<file path="src/rtl/mips32_seq_shifter.sv">
// Multi-cycle shifter (SLL/SRL/SRA/ROTR), up to STEP positions per clock, one-cycle done pulse.
// Define SEQ_SHIFTER_ROTATE_EN to build the rotate path; otherwise op=11 behaves as SRL.
module mips32_seq_shifter #(
  parameter int WIDTH   = 32,
  parameter int SHAMT_W = $clog2(WIDTH),
  parameter int STEP    = 1
) (
  input  logic               clk1,
  input  logic               rst,
  input  logic               start,
  input  logic [1:0]         op,
  input  logic [WIDTH-1:0]   operand,
  input  logic [SHAMT_W-1:0] shamt,
  output logic               busy,
  output logic               done,
  output logic [WIDTH-1:0]   result
);

  typedef enum logic [1:0] {S_IDLE, S_SHIFT, S_DONE} state_t;

  localparam logic [1:0] OP_SLL  = 2'b00;
  localparam logic [1:0] OP_SRL  = 2'b01;
  localparam logic [1:0] OP_SRA  = 2'b10;
  localparam logic [1:0] OP_ROTR = 2'b11;
  localparam int         KW      = SHAMT_W + 1;
  localparam logic [KW-1:0] STEP_K = KW'(STEP);

  state_t               state_q, state_d;
  logic [WIDTH-1:0]     work_q, work_d;
  logic [SHAMT_W-1:0]   rem_q, rem_d;
  logic [1:0]           op_q, op_d;
  logic                 fill_q, fill_d;
  logic [WIDTH-1:0]     result_q, result_d;
  logic                 busy_q, busy_d;
  logic                 done_q, done_d;

  logic [KW-1:0]        k;
  logic [WIDTH-1:0]     shifted;
  logic                 accept;

  // Per-cycle datapath: shift the working register by k = min(STEP, rem).
  always_comb begin
    k = ({1'b0, rem_q} < STEP_K) ? {1'b0, rem_q} : STEP_K;
    shifted = work_q;
    case (op_q)
      OP_SLL:  shifted = work_q << k;
      OP_SRA:  shifted = WIDTH'({{WIDTH{fill_q}}, work_q} >> k);
`ifdef SEQ_SHIFTER_ROTATE_EN
      OP_ROTR: shifted = WIDTH'({work_q, work_q} >> k);
`endif
      default: shifted = work_q >> k;
    endcase
  end

  always_comb begin
    accept   = start && (state_q != S_SHIFT);
    state_d  = state_q;
    work_d   = work_q;
    rem_d    = rem_q;
    op_d     = op_q;
    fill_d   = fill_q;
    result_d = result_q;
    case (state_q)
      S_SHIFT: begin
        work_d = shifted;
        rem_d  = rem_q - SHAMT_W'(k);
        if ({1'b0, rem_q} == k) begin
          state_d  = S_DONE;
          result_d = shifted;
        end
      end
      default: begin
        if (accept) begin
          work_d = operand;
          rem_d  = shamt;
          fill_d = operand[WIDTH-1];
`ifdef SEQ_SHIFTER_ROTATE_EN
          op_d   = op;
`else
          op_d   = (op == OP_ROTR) ? OP_SRL : op;
`endif
          if (shamt == '0) begin
            state_d  = S_DONE;
            result_d = operand;
          end else begin
            state_d  = S_SHIFT;
          end
        end else begin
          state_d = S_IDLE;
        end
      end
    endcase
    busy_d = (state_d == S_SHIFT);
    done_d = (state_d == S_DONE);
  end

  always_ff @(posedge clk1 or posedge rst) begin
    if (rst) begin
      state_q  <= S_IDLE;
      work_q   <= '0;
      rem_q    <= '0;
      op_q     <= OP_SLL;
      fill_q   <= 1'b0;
      result_q <= '0;
      busy_q   <= 1'b0;
      done_q   <= 1'b0;
    end else begin
      state_q  <= state_d;
      work_q   <= work_d;
      rem_q    <= rem_d;
      op_q     <= op_d;
      fill_q   <= fill_d;
      result_q <= result_d;
      busy_q   <= busy_d;
      done_q   <= done_d;
    end
  end

  assign busy   = busy_q;
  assign done   = done_q;
  assign result = result_q;

endmodule

</file>
<file path="config.mk">
export PLATFORM = sky130hd
export DESIGN_NAME = mips32_seq_shifter
export DESIGN_NICKNAME = d
export VERILOG_FILES = /design/src/rtl/mips32_seq_shifter.sv
export SDC_FILE = /design/constraint.sdc
export NUM_CORES = 1
export LEC_CHECK = 0
export CAP_MARGIN = 40
export CORE_MARGIN = 1
export CORE_UTILIZATION = 40
export DETAILED_ROUTE_END_ITERATION = 10
export GPL_ROUTABILITY_DRIVEN = 0
export PLACE_DENSITY = 0.63
export SLEW_MARGIN = 30
export SYNTH_ARGS = -nofsm -noshare
export SYNTH_HDL_FRONTEND = slang
export SYNTH_SLANG_ARGS = --single-unit
</file>
<file path="constraint.sdc">
create_clock -name clk1 -period 2.65 [get_ports clk1]
set_clock_uncertainty 0.1 [all_clocks]
set_input_delay 0.53 -clock clk1 [delete_from_list [all_inputs] [get_ports clk1]]
set_output_delay 0.53 -clock clk1 [all_outputs]
set_load 0.05 [all_outputs]
</file>
==> summary.md, run 1 <==
| Metric | Value |
|---|---|
| Element type at the critical path start | flip-flop |
| Root Buffer Master | clkbuf_8 |
| Most frequent cell after synthesis | dfrtp_1 |
| ANT cells | 0 |
| Later-pin clock latency in the skew report | 360 ps |
| Required @ worst endpoint | 2820 ps |
| Initial antenna violation count | 0 |
| Rel. slew slack | 0.627 |
| Setup TNS Final | 0 ps |
| Syn. warnings | 0 |
| Clock Path Buffers | 2 |
| Worst Tran Pin Value | 559 ps |
| Largest net degree at the start of global routing | 77 |
| Fraction of registers with async set/reset | 1.00 |
| Post-Place Worst Slack | 146 ps |
| Die H | 104 um |
| Sequential area share after synthesis | 0.458 |
| DIE AREA | 10,800 um2 |
| Initial Utilization | 0.419 |
| TritonCTS clock tree | done |
| Hold crit path type | reg2reg |
| Routed vias | 3,706 |
| Detailed placement HPWL | 7220 um |
| Mapped Area | 4150 um2 |
| CTS Sinks | 76 |
| Cell Pwr Density | 1380 nW/um2 |
| H-tree lvl count | 3 |
| Total CTS buffers | 9 |
| Cell variety after synth | 33 |
| Drt initial violations | 169 |
| Cell row count | 36 |
| Total GRT Usage | 0.218 |
| #FFs+latches synth | 76 |
| Final worst-path cycle share | 0.943 |
| Min Tclk post-route | 2500 ps |
| Max incr delay on CP | 570 ps |
| Max cap viols | 0 |
| Top post-synthesis cells by area | dfrtp_1 46%, mux2_2 7.9%, a21oi_1 4.2% |
| Critical Path AT | 2670 ps |
| Status | complete, no violations |
| First-pass GRT wire length | 19,100 um |
| Post-synthesis cell count | 448 |
| Nets | 561 |
| Mean area per synthesized cell | 9.27 um2 |
| DIE WIDTH | 104 um |
| DRC Markers | 0 |
| Router iterations before antenna repair | 4 |
| Post-synth top cells | 76 x dfrtp_1, 35 x a21oi_1, 31 x nand2_1 |
| Total core area | 9910 um2 |
| Via-to-Cell Ratio | 5.65 |
| Total grt overflow | 0 |
| Post-DR wirelength/cell | 17.0 um |
| Worst-path cell chain | or4_4, nand2b_1, ha_1, nor4b_4, and2_4, buf_12, nor3_1, a31oi_1 |
| Port-buffer cells | 75 |
| DRT antenna net count | 0 |
| P_leak | 2.14 nW |
| Post-route cell area | 5380 um2 |
| Dominant synthesized flop cell | dfrtp_1 |
| IO Count | 76 |
| Placed inst area | 5130 um2 |
| Synth area leader | dfrtp_1 |
| Mapped Nets | 491 |
| Final Hold Vio Count | 0 |
| Final Slew Violations | 0 |
| CP Capture Type | flip-flop |
| Share of the synthesized area in the top cell type | 0.458 |
| Final setup viols | 0 |
| VDD IR max | 0.000637 V |
| CP Max Fanout | 25 |
| Share of cells above drive strength 1 | 0.155 |
| Synth-to-Final Area Change | 29.5% |
| Total routed wirelength | 11,200 um |
| FMAX | 0.400 GHz |
| Critical path type | reg2reg |
| Number of global-route vias before repair | 3,682 |
| Setup WS post-layout | 150 ps |
| Clk slew on worst S/H paths | 80 ps |
| Critical-path top delay cell | or4_4 |
| Number of synthesized flops with an enable pin | 0 |
## flip-flops by register name, summed over array words and instances (netlist names)
name     cells
state_q      2
done         1
work_q      32
fill_q       1
rem_q        5
busy         1
op_q         2
result      32
## cell usage in the layout, fill, tap and decap left out, types with 2 or more instances in the layout
master | synthesis | layout
dfrtp_1 | 76 | 76
or4_4 | 2 | 2
nor3_1 | 26 | 26
nand2b_1 | 5 | 4
a21oi_1 | 35 | 35
o22ai_1 | 5 | 5
o211ai_1 | 23 | 23
o221ai_1 | 7 | 7
or3_1 | 20 | 20
inv_1 | 14 | 13
nand3_1 | 9 | 9
buf_4 | 3 | 20
clkbuf_8 | 0 | 11
a31oi_1 | 24 | 24
a21o_1 | 2 | 2
nand2_1 | 31 | 30
clkdlybuf4s50_1 | 0 | 75
o31ai_1 | 3 | 3
bufinv_16 | 0 | 2
a211oi_1 | 10 | 10
clkinvlp_4 | 0 | 2
mux2i_1 | 12 | 12
a31o_2 | 2 | 2
buf_12 | 0 | 3
nor2_1 | 27 | 26
nor2b_1 | 9 | 8
o21ai_0 | 30 | 30
mux2_2 | 29 | 29
## what timing repair did
item                                    in CTS  in global routing
resized for setup                            0                  1
endpoints found under the hold margin        0                  0
endpoints found under the setup margin       0                  9
buffers inserted                             0                  1
hold buffers                                 0                  0
## worst paths after layout
path | cells past startpoint | slack, ps | end | start
worst max-delay path | 8 | 150 | result[10] | rem_q[1]
worst min-delay path | 1 | 440 | fill_q | fill_q
worst max register to register | 8 | 150 | result[10] | rem_q[1]
max in group asynchronous | 3 | 1630 | result[12] | rst
worst min register to register | 1 | 440 | fill_q | fill_q
min in group asynchronous | 3 | 460 | rem_q[4] | rst
## power breakdown
part | switching (mW) | total, mW | internal, mW
logic | 2.41 | 4.13 | 1.72
clock network | 0.468 | 1.05 | 0.584
registers | 0.495 | 2.25 | 1.76
total | 3.37 | 7.44 | 4.06
## worst max-delay path: cells and delay by family (launching register included)
family                   cells  cell delay, ps
AND/OR/NAND/NOR              5            1290
AO/OA/AOI/OAI                1             150
flip-flops                   1             470
buffers and inverters        1             170
adder cells (fa/ha/maj)      1             230
## stage by stage
stage          utilization  cells  hold slack (ps)  power [mW]
5_1_grt              0.543    656              458        7.95
3_5_place_dp         0.518    639              424        6.41
4_1_cts              0.542    655              442        7.47
2_1_floorplan            -    448              379        5.18
3_3_place_gp         0.518    639              390        6.34
6_report             0.543    656              437        7.44
## cell type report
| class | instances | area (um2) |
|---|---|---|
| multi-input combinational | 319 | 2060 |
| sequential | 76 | 1900 |
| inverter | 14 | 52.6 |
| timing repair buffer | 98 | 961 |
| clock inverter | 5 | 83.8 |
| fill | 930 | 4530 |
| tap | 133 | 166 |
| clock buffer | 11 | 151 |
## layer usage
metal | part of all wire | global-route usage | wire length, um | vias up
met3 | 0.041 | 0.0338 | 462 | 13
met5 | 0 | 0 | 0 | -
li1 | - | - | - | 1791
met1 | 0.47 | 0.298 | 5300 | 1813
met4 | 0.015 | 0.0704 | 170 | 0
met2 | 0.47 | 0.352 | 5250 | 89
## kinds of logic after synthesis
| logic type | Yosys count | share of synthesized area |
|---|---|---|
| compound gates | 143 | 0.214 |
| simple gates | 134 | 0.164 |
| flops | 76 | 0.458 |
| buf+inv | 53 | 0.0536 |
| mux | 41 | 0.108 |
| fa+ha+maj | 1 | 0.00301 |
(Power assumes the default switching activity.)
==> run 2, diff against run 1 <==
Settings changed: REMOVE_ABC_BUFFERS from default to 1.
==> run 2 against run 1 <==
Against the previous run:
- non-clock buffer count is 3 higher
- count of clock-buffer cells in the layout is 1 lower
- utilization is 0.37 points lower
- design area is 0.67% lower
- critical path depth is 1 higher
- first-iteration DRC count is 8.9% higher
- global-route usage is 0.17 points higher
==> summary.md, run 2 (synthesis gave the netlist of run 1 again) <==
| Metric | Value |
|---|---|
| CP Max Fanout | 25 (unchanged) |
| Final Slew Violations | 0 (unchanged) |
| Critical-path top delay cell | or4_4 |
| Final Hold Vio Count | 0 (unchanged) |
| Synth-to-Final Area Change | 28.6% |
| Die H | 104 um (unchanged) |
| Routed vias | 3,719 (+0.35%) |
| Critical Path AT | 2580 ps (-90 ps) |
| Gate power share | 0.582 (+0.026) |
| Commonest cells after routing, fill and taps aside | 76 x dfrtp_1, 75 x clkdlybuf4s50_1, 35 x a21oi_1 |
| Max cap viols | 0 (unchanged) |
| First-pass GRT wire length | 18,900 um (-0.83%) |
| CTS Sinks | 76 (unchanged) |
| Router iterations before antenna repair | 4 (unchanged) |
| Largest net degree at the start of global routing | 45 (-42%) |
| DRT antenna net count | 0 (unchanged) |
| H-tree lvl count | 3 (unchanged) |
| CP Capture Type | flip-flop |
| CTS Hold Bufs | 0 (unchanged) |
| Port-buffer cells | 75 (unchanged) |
| DIE AREA | 10,800 um2 (unchanged) |
| IO Count | 76 (unchanged) |
| Drt initial violations | 184 (+8.9%) |
| Number of global-route vias before repair | 3,656 (-0.71%) |
| Sequential Power Share | 0.306 (+0.003) |
| Final cell count without fillers | 659 (+0.46%) |
| Buf+Inv Stages, Crit Path | 2 (+1) |
| Min Tclk post-route | 2410 ps (-93.9 ps) |
| Cell Pwr Density | 1360 nW/um2 (-1.8%) |
| Required @ worst endpoint | 2820 ps (about the same) |
| Total CTS buffers | 9 (unchanged) |
| Initial antenna violation count | 0 (unchanged) |
| Unrepaired setup endpoints after global routing | false |
| DRC Markers | 0 (unchanged) |
| Clock Path Buffers | 2 (unchanged) |
| Later-pin clock latency in the skew report | 350 ps (about the same) |
| VDD IR max | 0.000652 V (+2.4%) |
| Root Buffer Master | clkbuf_8 |
| ANT cells | 0 (unchanged) |
| Clk network pwr share | 0.112 (-0.029) |
| Element type at the critical path start | flip-flop |
| Most common library cell in the layout ignoring fill and taps | dfrtp_1 |
| Top delay family on crit path | simple AND/OR/NAND/NOR gates |
| Worst-path cell chain | or4_4, nand2b_1, ha_1, nor4b_2, buf_4, and2_1, buf_12, nor3_1, a31oi_1 |
| Final worst-path cycle share | 0.908 (-0.0354) |
| DP Cell Count | 643 (+0.63%) |
| Total routed wirelength | 11,400 um (+2.0%) |
| Cell row count | 36 (unchanged) |
| Hold crit path type | in2async |
| Nets | 564 (+0.53%) |
| Initial Utilization | 0.419 (unchanged) |
| Detailed placement HPWL | 7480 um (+3.6%) |
| Post-DR wirelength/cell | 17.3 um (+1.6%) |
| Net Switching | 3.37 mW (about the same) |
| R2R Setup Slk | 240 ps (+90 ps) |
| Worst hold slack | 372 ps (-65.0 ps) |
| Rel. slew slack | 0.663 (+0.0354) |
| Int Power | 3.88 mW (-4.5%) |
| Status | complete, no violations |
| Total grt overflow | 0 (unchanged) |
| Critical path type | reg2reg |
| TritonCTS clock tree | done |
| Total core area | 9910 um2 (unchanged) |
| Final setup viols | 0 (unchanged) |
| P_leak | 2.12 nW (-0.79%) |
| Max incr delay on CP | 500 ps (-70 ps) |
| Worst Tran Pin Value | 505 ps (-54.3 ps) |
| Via-to-Cell Ratio | 5.64 (-0.11%) |
| Total GRT Usage | 0.219 (+0.00170) |
| FMAX | 0.416 GHz (+3.9%) |
| Share of cells above drive strength 1 | 0.156 (+0.00102) |
| Clk slew on worst S/H paths | 80 ps (about the same) |
| DIE WIDTH | 104 um (unchanged) |
| Switching part of the total | 0.465 (+0.0113) |
run 2: cell count changes in the layout (fill, tap and decap cells not counted), sizes merged:
cell,previous run,this run
bufinv,2,0
clkbuf,11,10
clkinvlp,2,4
clkinv,1,2
buf,23,26
run 2: cell type report:
class                   count  area (um2)
repair buffers            101         996
well taps                 133         166
fillers                   930        4570
inverters                  14        52.6
flip-flops and latches     76        1900
multi-input cells         319        2050
clock buffers              10         138
clock inverters             6        40.0
run 2: metal layers:
layer	routed length, um	track usage
met4	119	0.0786
met2	5250	0.331
met1	5500	0.320
met3	531	0.0307
met5	0	0
run 2: worst paths after layout:
check	startpoint	endpoint	depth (start not counted)
min in group clk1	fill_q	fill_q	1
max reg2reg	rem_q[3]	result[22]	9
min reg2reg	fill_q	fill_q	1
max in group asynchronous	rst	work_q[20]	3
min	rst	rem_q[4]	2
max	rem_q[3]	result[22]	9
run 2: power groups by stage:
stage,clock (mW),sequential [mW],combinational (mW)
2_1_floorplan,0,3.06,2.03
3_3_place_gp,0,2.22,4.14
3_5_place_dp,0,2.23,4.21
4_1_cts,0.836,2.21,4.23
5_1_grt,0.894,2.30,4.56
6_report,0.812,2.22,4.22
run 2: stage by stage:
step	power, mW	utilization	setup TNS (ps)	instance area [um2]	setup slack [ps]
after floorplan	5.08	-	-38060	3980	-1110
after detailed placement	6.45	0.521	0	5160	98.3
final	7.25	0.539	0	5340	244
after CTS	7.28	0.539	0	5340	141
after global placement	6.37	0.521	0	5160	180
after global routing	7.76	0.539	0	5340	83.1
run 2: timing repair:
item,in CTS,in global routing
resized for setup,0,1
endpoints found under the setup margin,0,18
setup buffers,0,0
